===== src/rtl/branch_predictor_pkg.sv =====
// -----------------------------------------------------------------------------
// branch_predictor_pkg
// Shared definitions for the branch predictor, the control unit and the NPC
// logic: 2-bit saturating counter states and the sequential PC increment.
// -----------------------------------------------------------------------------
package branch_predictor_pkg;

  // Counter encoding: the MSB is the taken/not-taken prediction.
  typedef enum logic [1:0] {
    SNT = 2'b00,  // strongly not taken
    WNT = 2'b01,  // weakly not taken
    WT  = 2'b10,  // weakly taken
    ST  = 2'b11   // strongly taken
  } ctr_t;

  localparam logic [31:0] PC_INC = 32'd4;

  // Fall-through address of the instruction at pc (wraps modulo 2^32).
  function automatic logic [31:0] seq_pc(input logic [31:0] pc);
    return pc + PC_INC;
  endfunction

endpackage


===== src/rtl/branch_predictor_sat_ctr.sv =====
// -----------------------------------------------------------------------------
// bp_sat_ctr
// Next-state function of a 2-bit saturating counter.
//   cur : current counter state
//   inc : count up, saturating at ST
//   dec : count down, saturating at SNT
//   nxt : resulting counter state (equals cur when neither or both requested)
// -----------------------------------------------------------------------------
module bp_sat_ctr
  import branch_predictor_pkg::*;
(
  input  logic [1:0] cur,
  input  logic       inc,
  input  logic       dec,
  output logic [1:0] nxt
);

  always_comb begin
    // NOTE: assigning a default before any branch keeps every path driven,
    // so no latch is inferred.
    nxt = cur;
    if (inc && !dec && (cur != ST)) begin
      nxt = cur + 2'd1;
    end else if (dec && !inc && (cur != SNT)) begin
      nxt = cur - 2'd1;
    end
  end

endmodule


===== src/rtl/branch_predictor.sv =====
// -----------------------------------------------------------------------------
// branch_predictor
// Direct-mapped BTB with 2-bit saturating counters. IF-stage lookup is
// combinational; EX-stage updates train the table and raise a registered
// one-cycle mispredict pulse with the corrected next PC.
//
// Ports:
//   clk, rst                      clock, asynchronous active-low reset
//   pred_en, pred_pc              IF lookup request
//   pred_taken, pred_target       combinational prediction
//   upd_valid, upd_pc, upd_taken, upd_target
//                                 resolved branch from EX
//   upd_pred_taken, upd_pred_target
//                                 prediction carried down with that branch
//   mispredict, redirect_pc       registered flush request and correct PC
//   mispredict_cnt                saturating mispredict count (debug)
//
// ENTRIES must be a power of two, at least 2.
// -----------------------------------------------------------------------------
module branch_predictor
  import branch_predictor_pkg::*;
#(
  parameter int ENTRIES = 16,
  parameter int IDX_W   = $clog2(ENTRIES),
  parameter int TAG_W   = 30 - IDX_W
) (
  input  logic        clk,
  input  logic        rst,
  input  logic        pred_en,
  input  logic [31:0] pred_pc,
  output logic        pred_taken,
  output logic [31:0] pred_target,
  input  logic        upd_valid,
  input  logic [31:0] upd_pc,
  input  logic        upd_taken,
  input  logic [31:0] upd_target,
  input  logic        upd_pred_taken,
  input  logic [31:0] upd_pred_target,
  output logic        mispredict,
  output logic [31:0] redirect_pc,
  output logic [15:0] mispredict_cnt
);

  // Table storage (flip-flops so lookup is combinational and reset clears it).
  logic             valid_q [ENTRIES];
  logic [TAG_W-1:0] tag_q   [ENTRIES];
  logic [31:0]      tgt_q   [ENTRIES];
  logic [1:0]       ctr_q   [ENTRIES];

  // ---------------------------------------------------------------------------
  // Lookup
  // ---------------------------------------------------------------------------
  logic [IDX_W-1:0] pred_idx;
  logic [TAG_W-1:0] pred_tag;
  logic             pred_hit;

  assign pred_idx    = pred_pc[IDX_W+1:2];
  assign pred_tag    = pred_pc[31:IDX_W+2];
  assign pred_hit    = valid_q[pred_idx] && (tag_q[pred_idx] == pred_tag);
  assign pred_taken  = pred_en && pred_hit && ctr_q[pred_idx][1];
  assign pred_target = pred_taken ? tgt_q[pred_idx] : seq_pc(pred_pc);

  // ---------------------------------------------------------------------------
  // Update path
  // ---------------------------------------------------------------------------
  logic [IDX_W-1:0] upd_idx;
  logic [TAG_W-1:0] upd_tag;
  logic             upd_hit;
  logic [1:0]       ctr_nxt;

  assign upd_idx = upd_pc[IDX_W+1:2];
  assign upd_tag = upd_pc[31:IDX_W+2];
  assign upd_hit = valid_q[upd_idx] && (tag_q[upd_idx] == upd_tag);

  bp_sat_ctr u_sat_ctr (
    .cur (ctr_q[upd_idx]),
    .inc (upd_taken),
    .dec (!upd_taken),
    .nxt (ctr_nxt)
  );

  always_ff @(posedge clk or negedge rst) begin
    if (!rst) begin
      // NOTE: this array is reset on purpose (it is a flip-flop table whose
      // valid bits must clear); a RAM-backed table could not be reset this way.
      for (int i = 0; i < ENTRIES; i++) begin
        valid_q[i] <= 1'b0;
        tag_q[i]   <= '0;
        tgt_q[i]   <= '0;
        ctr_q[i]   <= WNT;
      end
    end else if (upd_valid) begin
      if (upd_hit) begin
        ctr_q[upd_idx] <= ctr_nxt;
        if (upd_taken) begin
          tgt_q[upd_idx] <= upd_target;
        end
      end else if (upd_taken) begin
        // Allocate on a taken miss, evicting whatever aliased here.
        valid_q[upd_idx] <= 1'b1;
        tag_q[upd_idx]   <= upd_tag;
        tgt_q[upd_idx]   <= upd_target;
        ctr_q[upd_idx]   <= WT;
      end
    end
  end

  // ---------------------------------------------------------------------------
  // Mispredict detection: compare next-PC values, so a taken prediction with
  // the wrong target also counts, and a taken branch to its own fall-through
  // address does not.
  // ---------------------------------------------------------------------------
  logic [31:0] actual_pc;
  logic [31:0] predicted_pc;
  logic        miss_now;

  assign actual_pc    = upd_taken      ? upd_target      : seq_pc(upd_pc);
  assign predicted_pc = upd_pred_taken ? upd_pred_target : seq_pc(upd_pc);
  assign miss_now     = upd_valid && (actual_pc != predicted_pc);

  always_ff @(posedge clk or negedge rst) begin
    if (!rst) begin
      mispredict     <= 1'b0;
      redirect_pc    <= '0;
      mispredict_cnt <= '0;
    end else begin
      // NOTE: sequential state uses non-blocking assignments so every flop
      // samples pre-edge values regardless of statement order.
      mispredict <= miss_now;
      if (miss_now) begin
        redirect_pc <= actual_pc;
        if (mispredict_cnt != 16'hFFFF) begin
          mispredict_cnt <= mispredict_cnt + 16'd1;
        end
      end
    end
  end

  // Word-offset bits of the PCs carry no information for the table.
  logic unused_pc_bits;
  assign unused_pc_bits = ^{pred_pc[1:0], upd_pc[1:0]};

endmodule


===== config.mk =====
export PLATFORM = sky130hd
export DESIGN_NAME = branch_predictor
export DESIGN_NICKNAME = d
export VERILOG_FILES = /design/src/rtl/branch_predictor_pkg.sv /design/src/rtl/branch_predictor_sat_ctr.sv /design/src/rtl/branch_predictor.sv
export SDC_FILE = /design/constraint.sdc
export NUM_CORES = 2
export LEC_CHECK = 0
export CORE_UTILIZATION = 55
export CTS_CLUSTER_SIZE = 30
export DETAILED_ROUTE_END_ITERATION = 10
export PLACE_DENSITY = 0.7
export SYNTH_ARGS = -nofsm -noshare
export SYNTH_HDL_FRONTEND = slang
export SYNTH_SLANG_ARGS = --single-unit

===== constraint.sdc =====
create_clock -name clk -period 11.63 [get_ports clk]
set_clock_uncertainty 0.15 [all_clocks]
set_input_delay 2.326 -clock clk [delete_from_list [all_inputs] [get_ports clk]]
set_output_delay 2.326 -clock clk [all_outputs]
set_load 0.1 [all_outputs]

==> summary.md <==
The flow ran to the end, but the final reports show violations. The final reports fail on design-rule violations. In this run, synthesis inferred 0 flip-flops with an integrated enable. Summed over all nets, the switching power comes to 0.00293 W.

In this run the remaining antenna-violating nets after routing total 0. For the deepest clock path buffer count, the log shows 3. The number of ports placed on the die boundary is 216. At the pin with the least slew margin, the transition time is 1.23 ns.

Compared with the post-synthesis result, the final layout area differs by 11.6%. The clock root buffer is sky130_fd_sc_hd__clkbuf_16. Setup violations remaining at the end of the flow were counted as 0.

The number of global-route vias before repair came out at 35300. The logs give 97.1 mm for the placed wire-length estimate and 0.134 mV for the worst vdd rail ir drop. The first detailed-routing pass took 9 iterations.

The tools report the clock latency on the worst-skew pair as 0.71 ns. The maximum net fanout on the critical path was 87; the power share of the clock group was 33.9%. The tightest hold path in the finished design has a slack of 0.331 ns. The tools report the residual DRC count as 27. Gates resized during post-CTS repair numbered 0.

For the worst flop-to-flop path, the logic depth is 10. Routability-driven placement finished with a final weighted congestion of 0.973. Dividing the synthesized area by the synthesized cell count gives 14.0 um2. The wire length per cell after detailed routing is 30.4 um. The final layout contains routed wiring with a total length of 160 mm.

The worst setup path is of the in2out kind. The initial core utilization was 55.6%; the number of cells produced by synthesis was 3854. The share of synthesized flip-flops with an asynchronous set or reset works out to 100%. The worst setup path is launched from an input port. In the post-synthesis netlist, the biggest area contributors are sky130_fd_sc_hd__dfrtp_1, sky130_fd_sc_hd__mux4_2, sky130_fd_sc_hd__mux2_2.

The quantity of I/O buffers inserted on ports works out to 215. The critical path data arrival time came out at 7.77 ns. Setup repair after global routing left no endpoint under its margin. After global routing the overflow that remains totals 0. In the final timing run, aggregate negative setup slack is 0 ns.

For the total of warnings raised by yosys, the log shows 0. The total of hold buffers inserted after clock tree synthesis came out at 0. The share of the synthesized area in the top cell type works out to 46.9%.

Counting the buffers created by CTS gives 107. By area, the combinational part of the netlist is dominated by multiplexers. In this run the power density over the cells is 172 nW/um2. Of the total synthesized cell area, the portion taken by XOR and XNOR cells is 3.37%. After clock tree synthesis, the clock-pin slew on the worst setup and hold paths is 0.06 ns. The synthesized netlist devotes 0.186% of its cell area to adder and majority cells. The run gives 25.7 nW as the leakage power summed over all cells. Cells with a size suffix above 1 make up 36.9% of the layout. The top cell type by total area after synthesis was sky130_fd_sc_hd__dfrtp_1.

The run gives 7 as the initial antenna violation count. The tools report the kind of capture point of the worst setup path as a primary output. The first global-routing pass estimated 238 mm of wire. The area of the core came out at 96900 um2. The run gives 0 as the number of failing hold endpoints at the final stage.

In this run the tightest slew margin relative to its limit is 18.2%. The synthesized netlist contains 78 unique library cells. The final critical path takes up 88.1% of the cycle.

Width of the die: 315 um. TritonCTS built the clock tree. Total number of vias: 35200. The max-slew violation count was 0. The number of cells traversed by the worst hold path works out to 2. Row generation in the floorplan step produced 114 rows. Counting every sink on the clock net gives 1025. The worst hold-check path type is reg2reg. Synthesis produced a netlist with a net count of 3996. The maximum achievable frequency is 97.6 MHz. For this block, the initial DRC count from the detailed router was 3768. The internal portion of the total power is 0.00741 W.

In this run the number of H-tree levels came out at 3. The worst path needs 10.25 ns of the cycle, external delays included. After synthesis the cells add up to 53800 um2. After Yosys synthesis, and, or, nand and nor cells account for 4.36% of the synthesized area. Max-cap violations in this run came to 0. The vertical die dimension is 315 um, and the total number of nets in the final design is 4019. The required time of the critical path came out at 9.15 ns. The multiplexer share of the synthesized area is 35.8%. Sequential elements use 47.7% of the synthesized area. Entering global routing, the biggest net connects 172 pins. In this run, synthesis produced a sequential element count of 1025. The number of buffers inserted by post-CTS setup repair was 0. Global routing consumed, over all layers together, 32.8% of the routing resources. Per report_power, the combinational group accounts for 21.2% of the total. The main flop type after synthesis was sky130_fd_sc_hd__dfrtp_1. The die covers 99100 um2. The synthesized netlist devotes 4.86% of its cell area to compound gates.

In this run switching power makes up 28.3% of total power. Sequential cells account for 44.9% of the total power. In the routed layout, each cell is associated on average with a via count of 6.71.
sequential cells by signal, summed over array words and instances (netlist names):
| register | count |
|---|---|
| tgt_q | 512 |
| tag_q | 416 |
| ctr_q | 32 |
| redirect_pc | 32 |
| mispredict_cnt | 16 |
| valid_q | 16 |
| mispredict | 1 |
cells in the final DEF, fill, tap and decap left out, types with 33 or more instances in the layout:
master                            instances
sky130_fd_sc_hd__dfrtp_1               1009
sky130_fd_sc_hd__nor2_1                  60
sky130_fd_sc_hd__nand2_1                143
sky130_fd_sc_hd__clkdlybuf4s50_1        200
sky130_fd_sc_hd__xor2_1                  40
sky130_fd_sc_hd__mux2_1                 117
sky130_fd_sc_hd__buf_4                   90
sky130_fd_sc_hd__mux4_2                 425
sky130_fd_sc_hd__nand4_1                 36
sky130_fd_sc_hd__o21ai_0                311
sky130_fd_sc_hd__inv_1                   39
sky130_fd_sc_hd__mux2i_1                 33
sky130_fd_sc_hd__mux2_2                 689
sky130_fd_sc_hd__xnor2_1                139
sky130_fd_sc_hd__clkbuf_16              108
sky130_fd_sc_hd__nand3_1                 53
layer usage:
metal  track usage (%)  part of all wire [%]  up-vias  wire length, um
met5                 0                 0.026        -               42
met4              12.9                   4.4        8             7020
met3              7.49                   8.5      401            13500
met2              51.0                    47     1564            74800
met1              45.0                    40    18700            64100
li1                  -                     -    14500                -
area by class of cell:
cell class | count | area [um2]
Fill cell | 7283 | 36800
Clock inverter | 33 | 442
Multi-Input combinational cell | 2396 | 26200
Inverter | 45 | 169
Antenna cell | 1 | 2.50
Sequential cell | 1025 | 25700
Tap cell | 1276 | 1600
Timing Repair Buffer | 302 | 2870
Clock buffer | 161 | 3130
through the flow:
stage	util [%]	power (W)	area (um2)	std cells	setup WS (ns)
5_1_grt	62.0	0.0107	60100	5239	0.991
6_report	62.0	0.0103	60100	5239	1.38
4_1_cts	62.0	0.0104	60100	5238	1.38
2_1_floorplan	-	0.00620	53800	3854	1.38
3_3_place_gp	58.3	0.00680	56500	5044	1.42
3_5_place_dp	58.3	0.00687	56500	5044	1.39
synth_stat cells (9+ instances only):
cell / count
sky130_fd_sc_hd__a21oi_1: 32
sky130_fd_sc_hd__nor3_1: 28
sky130_fd_sc_hd__nand2b_1: 26
sky130_fd_sc_hd__xnor3_1: 11
sky130_fd_sc_hd__mux2_4: 18
sky130_fd_sc_hd__dfstp_2: 16
sky130_fd_sc_hd__nand3_1: 53
sky130_fd_sc_hd__and4_1: 9
sky130_fd_sc_hd__inv_1: 39
sky130_fd_sc_hd__xnor2_1: 139
sky130_fd_sc_hd__buf_1: 69
sky130_fd_sc_hd__nor2_1: 60
sky130_fd_sc_hd__dfrtp_1: 1009
sky130_fd_sc_hd__buf_2: 25
sky130_fd_sc_hd__buf_6: 28
sky130_fd_sc_hd__nand4_1: 36
sky130_fd_sc_hd__clkbuf_1: 227
sky130_fd_sc_hd__a22o_1: 17
sky130_fd_sc_hd__xor2_1: 40
sky130_fd_sc_hd__mux2i_1: 33
sky130_fd_sc_hd__mux2_2: 689
sky130_fd_sc_hd__and3_1: 19
sky130_fd_sc_hd__mux2_1: 117
sky130_fd_sc_hd__a22oi_1: 21
sky130_fd_sc_hd__or2_1: 16
sky130_fd_sc_hd__nand2_1: 159
sky130_fd_sc_hd__mux4_2: 425
sky130_fd_sc_hd__a31oi_1: 11
sky130_fd_sc_hd__o21ai_0: 311
sky130_fd_sc_hd__buf_4: 36
worst paths after layout:
| path | start | endpoint | slack, ns |
|---|---|---|---|
| worst max-delay path | pred_pc[2] | pred_target[21] | 1.38 |
| worst min-delay path | tgt_q[136]$_DFFE_PN0P_ | tgt_q[136]$_DFFE_PN0P_ | 0.33 |
| worst max register to register | tag_q[57]$_DFFE_PN0P_ | tag_q[235]$_DFFE_PN0P_ | 6.37 |
| worst min register to register | tgt_q[136]$_DFFE_PN0P_ | tgt_q[136]$_DFFE_PN0P_ | 0.33 |
| max in group asynchronous | rst | redirect_pc[28]$_DFFE_PN0P_ | 7.38 |
| min in group asynchronous | rst | tgt_q[459]$_DFFE_PN0P_ | 1.52 |
cells by family (layout without fill, tap and decap cells):
logic type                 Yosys count  in the layout
buffers and inverters              433            541
AOI/OAI and AO/OA                  456            456
and+or+nand+nor                    460            460
muxes                             1282           1282
DFF                               1025           1025
xor gates and xnor gates           190            190
other                                0              1
adders and majority gates            8              8
critical path: stages:
cell and delay [ns]:
sky130_fd_sc_hd__buf_8 0.67, sky130_fd_sc_hd__mux4_2 0.60, sky130_fd_sc_hd__mux4_2 0.50, sky130_fd_sc_hd__xnor2_1 0.36
sky130_fd_sc_hd__nand4_1 0.17, sky130_fd_sc_hd__nor3_1 0.50, sky130_fd_sc_hd__and4_2 0.89, sky130_fd_sc_hd__buf_4 0.34
sky130_fd_sc_hd__mux2_2 0.36, sky130_fd_sc_hd__clkdlybuf4s50_1 0.97
power groups by stage:
stage                     registers [W]  logic, W  clock network, W
after floorplan                 0.00473   0.00148                 0
after global placement          0.00466   0.00213                 0
after detailed placement        0.00469   0.00218                 0
after CTS                       0.00463   0.00219           0.00354
after global routing            0.00472   0.00233           0.00369
final                           0.00465   0.00219           0.00350
(Power assumes the default switching activity.)
